[config.mk]
export PLATFORM = sky130hd
export DESIGN_NAME = pc_fetch_sequencer
export DESIGN_NICKNAME = d
export VERILOG_FILES = /design/src/rtl/pc_fetch_sequencer.sv
export SDC_FILE = /design/constraint.sdc
export NUM_CORES = 1
export LEC_CHECK = 0
export CELL_PAD_IN_SITES_DETAIL_PLACEMENT = 0
export CELL_PAD_IN_SITES_GLOBAL_PLACEMENT = 1
export CORE_UTILIZATION = 30
export CTS_CLUSTER_DIAMETER = 40
export DETAILED_ROUTE_END_ITERATION = 10
export GPL_TIMING_DRIVEN = 0
export PLACE_DENSITY = 0.87
export SYNTH_ARGS = -nofsm -noshare
export SYNTH_HDL_FRONTEND = slang
export SYNTH_SLANG_ARGS = --single-unit
[constraint.sdc]
create_clock -name clk -period 2 [get_ports clk]
set_input_delay 0.2 -clock clk [delete_from_list [all_inputs] [get_ports clk]]
set_output_delay 0.2 -clock clk [all_outputs]
set_load 0.01 [all_outputs]
[src/rtl/pc_fetch_sequencer.sv]
// Fetch-stage PC owner: one outstanding imem request, valid/ready hand-off to decode, redirects.
// Optional build macro MISALIGN_TRAP_EN: misaligned redirect targets trap to TRAP_VEC.
module pc_fetch_sequencer #(
  parameter int              PC_W     = 10,
  parameter int              IMM_W    = 21,
  parameter logic [PC_W-1:0] RESET_PC = '0,
  parameter logic [PC_W-1:0] TRAP_VEC = PC_W'('h3F0)
) (
  input  logic             clk,
  input  logic             reset_n,
  output logic             imem_req,
  output logic [PC_W-1:0]  imem_addr,
  input  logic             imem_gnt,
  input  logic             imem_rvalid,
  input  logic [31:0]      imem_rdata,
  output logic             instr_valid,
  input  logic             instr_ready,
  output logic [31:0]      instr_out,
  output logic [PC_W-1:0]  instr_pc,
  input  logic             redir_valid,
  input  logic [1:0]       redir_kind,
  input  logic [PC_W-1:0]  redir_pc,
  input  logic [IMM_W-1:0] redir_imm,
  input  logic [31:0]      redir_rs1,
  output logic [PC_W-1:0]  pc_out,
  output logic             misalign
);

  // state | meaning
  // IDLE  | first cycle after reset release
  // REQ   | imem_req high, imem_addr = pc_out held until gnt
  // WAIT  | granted, waiting for rvalid
  // HOLD  | instr_valid high until decode accepts
  // FLUSH | request outstanding but stale; discard its response
  typedef enum logic [2:0] {ST_IDLE, ST_REQ, ST_WAIT, ST_HOLD, ST_FLUSH} state_t;
  state_t state;

  localparam logic [1:0] KIND_JALR = 2'b11;

  logic [31:0]     imm_sext;
  logic [31:0]     target_sum;
  logic [PC_W-1:0] target;
  logic [PC_W-1:0] redir_dest;
  logic            redir_hit;
  logic            redir_bad;
  logic            unused_bits;

  assign imm_sext   = {{(32-IMM_W){redir_imm[IMM_W-1]}}, redir_imm};
  assign target_sum = (redir_kind == KIND_JALR) ? ((redir_rs1 + imm_sext) & ~32'd1)
                                                : (32'(redir_pc) + imm_sext);
  assign target     = target_sum[PC_W-1:0];
  assign redir_hit  = redir_valid && (redir_kind != 2'b00);
  assign redir_bad  = (target[1:0] != 2'b00);

`ifdef MISALIGN_TRAP_EN
  assign redir_dest  = redir_bad ? TRAP_VEC : target;
  assign unused_bits = ^{target_sum[31:PC_W]};
`else
  assign redir_dest  = {target[PC_W-1:2], 2'b00};
  assign unused_bits = ^{target_sum[31:PC_W], target[1:0], redir_bad, TRAP_VEC};
`endif

  assign imem_addr = pc_out;

  always_ff @(posedge clk or negedge reset_n) begin
    if (!reset_n) begin
      state       <= ST_IDLE;
      pc_out      <= RESET_PC;
      imem_req    <= 1'b0;
      instr_valid <= 1'b0;
      instr_out   <= '0;
      instr_pc    <= '0;
      misalign    <= 1'b0;
    end else begin
      misalign <= 1'b0;
`ifdef MISALIGN_TRAP_EN
      if (redir_hit && state != ST_IDLE) misalign <= redir_bad;
`endif
      case (state)
        ST_IDLE: begin
          state    <= ST_REQ;
          imem_req <= 1'b1;
        end
        ST_REQ: begin
          if (redir_hit) pc_out <= redir_dest;
          if (imem_gnt) begin
            // a grant alongside a redirect fetches the old PC; its data is discarded
            state    <= redir_hit ? ST_FLUSH : ST_WAIT;
            imem_req <= 1'b0;
          end
        end
        ST_WAIT: begin
          if (imem_rvalid) begin
            if (redir_hit) begin
              pc_out   <= redir_dest;
              state    <= ST_REQ;
              imem_req <= 1'b1;
            end else begin
              instr_out   <= imem_rdata;
              instr_pc    <= pc_out;
              instr_valid <= 1'b1;
              pc_out      <= pc_out + PC_W'(4);
              state       <= ST_HOLD;
            end
          end else if (redir_hit) begin
            pc_out <= redir_dest;
            state  <= ST_FLUSH;
          end
        end
        ST_HOLD: begin
          if (redir_hit) pc_out <= redir_dest;
          if (redir_hit || instr_ready) begin
            instr_valid <= 1'b0;
            state       <= ST_REQ;
            imem_req    <= 1'b1;
          end
        end
        ST_FLUSH: begin
          if (redir_hit) pc_out <= redir_dest;
          if (imem_rvalid) begin
            state    <= ST_REQ;
            imem_req <= 1'b1;
          end
        end
        default: begin
          state    <= ST_IDLE;
          imem_req <= 1'b0;
        end
      endcase
    end
  end

endmodule

After elaboration in Yosys (flattened, before gate mapping)
Cells that the tools add are included.
{"block": "totals", "regBits": 57, "inputBits": 103, "output_inout_bits": 65, "elab_cells": 56}
{"block": "op_classes", "addsub": 3, "n_eq_ne": 12, "n_mux": 23, "bitwise_logic": 1, "reduce_logical": 11}
{"operator": "$mux W10", "n": 4}
{"operator": "$add A10 B10 Y10", "n": 2}
{"operator": "$pmux W10 S2", "n": 1}
{"operator": "$mux W3", "n": 6}
{"operator": "$pmux W3 S5", "n": 1}
{"operator": "$ne A2 B2 Y1 const B", "n": 6}
{"operator": "$add A10 B3 Y10 const B", "n": 1}
{"operator": "$mux W1", "n": 8}
{"operator": "$reduce_and A4 Y1", "n": 2}
{"operator": "$eq A3 B2 Y1 const B", "n": 2}
{"operator": "$reduce_bool A2 Y1", "n": 3}
{"operator": "$pmux W1 S5", "n": 1}
{"operator": "$reduce_and A5 Y1", "n": 1}
{"operator": "$eq A3 B1 Y1 const B", "n": 1}
{"operator": "$eq A3 B3 Y1 const B", "n": 1}
{"operator": "$logic_not A3 Y1", "n": 1}
{"operator": "$ne A3 B3 Y1 const B", "n": 1}
{"operator": "$reduce_and A3 Y1", "n": 1}
{"operator": "$reduce_or A3 Y1", "n": 1}
{"operator": "$eq A2 B2 Y1 const B", "n": 1}
{"operator": "$mux W2", "n": 1}
{"operator": "$pmux W1 S2", "n": 1}
{"operator": "$logic_and A1 B1 Y1", "n": 1}
{"operator": "$logic_or A1 B1 Y1", "n": 1}
{"operator": "$not A1 Y1", "n": 1}

Longest topological paths before layout
{"block": "logic_depth", "word_depth": 5, "ltp_mapped": 7, "depth_no_buf": 7}

Worst setup path before layout
Ideal clock, no wire load.
{"block": "synth_path", "kind": "in2reg", "start": "input port redir_pc[1]", "end": "register pc_out[8] (netlist: imem_addr[8])", "setup_time_ns": 0.126, "arrival_time_ns": 1.725, "t_required_ns": 1.874, "slack_ns": 0.149, "stages": 7, "path_buffers": 0, "path_cell_list": "ha_1 a31oi_4 a22oi_2 a311oi_4 o21ai_2 xor2_1 a221o_1"}
{"block": "synth_between", "elab_chain_len": 5, "elab_cells_between_ends": 6, "classes_between": "1 x add/sub; 5 x mux"}
{"element": "from (decl)", "line": "22", "text": "input logic [PC_W-1:0] redir_pc,"}
{"element": "$add A10 B10 Y10 (*)", "line": "50", "text": ": (32'(redir_pc) + imm_sext);"}
{"element": "$mux W10 (*)", "line": "49", "text": "assign target_sum = (redir_kind == KIND_JALR) ? ((redir_rs1 + imm_sext) & ~32'd1)"}
{"element": "$mux W10 (on tied branches)"}
{"element": "$mux W10", "line": "93", "text": "if (imem_rvalid) begin"}
{"element": "$pmux W10 S2 (*)", "line": "79", "text": "case (state)"}
{"element": "to (signal assigned)", "line": "85", "text": "if (redir_hit) pc_out <= redir_dest;"}
{"element": "to (signal assigned)", "line": "111", "text": "if (redir_hit) pc_out <= redir_dest;"}
{"element": "to (signal assigned)", "line": "119", "text": "if (redir_hit) pc_out <= redir_dest;"}
{"element": "to (decl)", "line": "25", "text": "output logic [PC_W-1:0] pc_out,"}
Every way passes the cells marked *; elsewhere a longest branch is shown, timed or not.
A chain may end at the register's enable or synchronous reset.

Worst setup path after layout
{"block": "layout_path", "start": "input port redir_imm[3]", "end": "register pc_out[9] (netlist: imem_addr[9])"}
{"block": "layout_between", "elab_chain_len": 5, "elab_cells_between_ends": 7, "classes_between": "2 x add/sub; 5 x mux"}
{"element": "from (decl)", "line": "23", "text": "input logic [IMM_W-1:0] redir_imm,"}
{"element": "$add A10 B10 Y10 (on tied branches)", "line": "50, 49"}
{"element": "$mux W10 (*)", "line": "49"}
{"element": "$mux W10 (on tied branches)"}
{"element": "$mux W10", "line": "93"}
{"element": "$pmux W10 S2 (*)", "line": "79"}
Marks and branches as above.

==> results.json <==
{
  "status": "finished clean",
  "fin_util": 0.490,
  "overflow": 0,
  "fin_total_pwr_uw": 6580,
  "r2r_setup_slack_ns": 0.12,
  "die_y_um": 106,
  "finalCritPeriodShare": 0.958,
  "first_global_vias": 2663,
  "routed_wl_um": 8210,
  "max-cap-violations": 0,
  "grt_max_degree": 33,
  "worst_slack_ns": 0.0839,
  "yosysSeqAreaShare": 0.439,
  "maxSlewHeadroom": 0.542,
  "min_path_type": "primary input to asynchronous set/reset pin",
  "fin_crit_ns": 1.92,
  "path_class": "primary input to flip-flop",
  "cts_buffer_depth": 2,
  "synth-seq-cells": 57,
  "cts.clk_slew.worst_paths_ns": 0.06,
  "worstSetupEndpointType": "flip-flop",
  "final_hold_viol_count": 0,
  "dr.pass1.iters": 4,
  "vias": 2840,
  "cts_tree": "yes",
  "worstPathArrival_ns": 2.13,
  "async_reset_ff_frac": 1.00,
  "ios": 168,
  "reg2reg_depth": 6,
  "dieArea_sq_um": 11300,
  "track_usage": 0.150,
  "worst_slew_pin_slew_ns": 0.682,
  "power_density_nw_per_um2": 1290,
  "syn_area_sq_um": 3250,
  "finalSetupViolCount": 0,
  "cts_root_buf": "clkbuf_8",
  "startpoint": "redir_imm[3]",
  "use_met3": 0.0435,
  "viasPerCell": 4.85,
  "syn_inst": 295,
  "fillers": 945,
  "htree_levels": 3,
  "busiest_layer": "met2",
  "gp_congestion": 0.807,
  "ant_nets": 0,
  "grt_pass1_wl_um": 13100,
  "drive_above_1_share": 0.223,
  "r2r-start": "state[1]",
  "portBuffers": 133,
  "yosys_most_used_dff": "dfrtp_1",
  "drv_slew": 0,
  "clk_latency_ns": 0.34,
  "max_freq_mhz": 522,
  "n_antenna_cell": 0,
  "ys_types": 51,
  "crit_path_start_kind": "primary input",
  "yosysWarnings": 0,
  "start_util": 0.312,
  "clock_sinks": 57,
  "areaGrowthSynthToFinish_pct": 57.1,
  "syn_nets": 415,
  "core_area_sq_um": 10400,
  "rows": 37,
  "multi_input_area_sq_um": 1760,
  "crit_end": "imem_addr[9]",
  "avgSynthCellArea_sq_um": 11.0,
  "wl_per_cell_um": 14.0,
  "drc": 0,
  "drtIter0Drc": 303,
  "grt_util_met2": 0.243,
  "synth_edf_count": 0,
  "dp_hpwl_um": 6440,
  "dp_slack_ns": -0.518,
  "p_leak_uw": 0.00219,
  "antenna_found_initial": 0,
  "peakVddDrop_v": 0.000592,
  "finClkSkew_ns": 0.00734,
  "cts_buffers": 9,
  "nNetsFinal": 564,
  "die_w_um": 106,
  "grt_use_met1": 0.187,
  "crit_fanout": 2,
  "required_ns": 2.21,
  "ff_latch_area_sq_um": 1430,
  "grt_setup_unrepaired": "true",
  "r2r-end": "imem_addr[5]"
}
[state kept, by name (all words and copies together), names as in the netlist]
signal	count
state	3
instr_out	32
instr_valid	1
instr_pc	10
imem_addr	10
imem_req	1
[power by group]
group | switching, uW | total [uW] | internal, uW | leakage [uW]
logic | 1370 | 3330 | 1960 | 0.00137
clock network | 461 | 1150 | 694 | 0.000106
registers | 404 | 2100 | 1700 | 0.000705
[critical path, stage by stage]
cell and delay (ns):
clkdlybuf4s50_1 0.44, ha_1 0.35, o21ai_2 0.07, a22oi_2 0.22, buf_4 0.17, a21oi_1 0.11
o31ai_2 0.26, mux2i_1 0.22, o211ai_1 0.10
[routing by layer]
metal | part of all wire | vias to the layer above
li1 | - | 1381
met5 | 0 | -
met4 | 0.014 | 0
met3 | 0.086 | 12
met1 | 0.45 | 1302
met2 | 0.45 | 145
[Yosys cell counts (all sizes together) (2+ instances only)]
library cell / number / share of area
nand3: 6 / 0.0092
a21oi: 17 / 0.026
a31o: 2 / 0.0054
xnor2: 9 / 0.024
dfrtp: 57 / 0.44
a221o: 4 / 0.012
nor2: 18 / 0.021
o41ai: 4 / 0.011
mux2: 41 / 0.14
nand2b: 2 / 0.0038
xor2: 9 / 0.024
a22oi: 3 / 0.0085
o21ai: 18 / 0.029
nor2b: 3 / 0.0058
o21a: 3 / 0.0069
nor3: 3 / 0.0046
o211ai: 3 / 0.0069
nand2: 13 / 0.015
ha: 17 / 0.065
a221oi: 2 / 0.0054
o21bai: 2 / 0.0046
and2: 3 / 0.0058
a21o: 2 / 0.0046
inv: 7 / 0.0081
a31oi: 2 / 0.0085
clkbuf: 2 / 0.0023
or4: 2 / 0.0046
and3: 4 / 0.0077
a41oi: 2 / 0.0054
buf: 17 / 0.035
nand4: 3 / 0.0058
[kinds of logic (layout without fill, tap and decap cells)]
kind of cell    Yosys count  after routing  share of synthesized area
buf+inv                  26            180                     0.0450
fa+ha+maj                17             17                     0.0654
other cells               1              1                    0.00115
mux                      42             42                      0.145
flops                    57             57                      0.439
compound gates           75             75                      0.168
xor+xnor                 18             18                     0.0485
simple gates             59             59                     0.0881
[stage by stage]
step                      TNS, ns  std cells  area, sq um  hold slack, ns
final                           0        585         5110           0.404
after global routing      -0.0935        585         5110           0.453
after CTS                       0        582         5010           0.408
after detailed placement    -3.45        565         4770           0.248
after global placement     -61.71        564         4750           0.467
after floorplan                 0        295         3250         -0.0956
[how the worst min path moves through the flow]
stage | start | to | slack, ns | depth (start not counted)
after floorplan | reset_n | imem_addr[0] | -0.1 | 0
after global placement | instr_pc[4] | instr_pc[4] | 0.47 | 2
after detailed placement | reset_n | instr_out[19] | 0.25 | 1
after CTS | reset_n | state[2] | 0.41 | 2
after global routing | reset_n | instr_out[15] | 0.45 | 2
final | reset_n | instr_out[19] | 0.40 | 2
[final cells by class]
type,count,share of cell area
Multi-Input combinational cell,212,0.345
Sequential cell,57,0.280
Timing Repair Buffer,138,0.272
Tap cell,136,0.0333
Clock buffer,10,0.0250
Buffer,19,0.0235
Clock inverter,6,0.0162
Inverter,7,0.00515
[placed cells by master, fill, tap and decap left out, types with 3 or more instances in the layout]
cell / synthesis / layout
nor2_1: 18 / 17
xor2_1: 9 / 9
nor3_1: 3 / 3
dlymetal6s2s_1: 0 / 4
nand3_1: 6 / 6
mux2_2: 41 / 41
clkdlybuf4s50_1: 0 / 128
and2_1: 3 / 3
inv_1: 7 / 7
ha_4: 0 / 3
a21oi_2: 0 / 3
a21oi_1: 17 / 14
o211ai_1: 3 / 3
ha_1: 17 / 14
clkbuf_1: 2 / 3
and3_1: 4 / 4
clkinv_2: 0 / 3
o21ai_0: 15 / 15
nand4_1: 3 / 3
o41ai_1: 4 / 3
clkbuf_8: 0 / 9
o21a_1: 3 / 3
xnor2_1: 9 / 8
dfrtp_1: 57 / 55
nand2_1: 13 / 12
buf_2: 6 / 7
a221o_1: 4 / 4
nor2b_1: 3 / 3
buf_4: 11 / 14
[what timing repair did]
| action | in CTS | in global routing |
|---|---|---|
| hold buffers | 1 | 0 |
| hold endpoints to repair | 25 | 0 |
| gates resized for setup | 5 | 15 |
| endpoints found under the setup margin | 3 | 43 |
| pin swaps | 1 | 4 |
| setup buffers | 0 | 3 |
(Power assumes the default switching activity.)
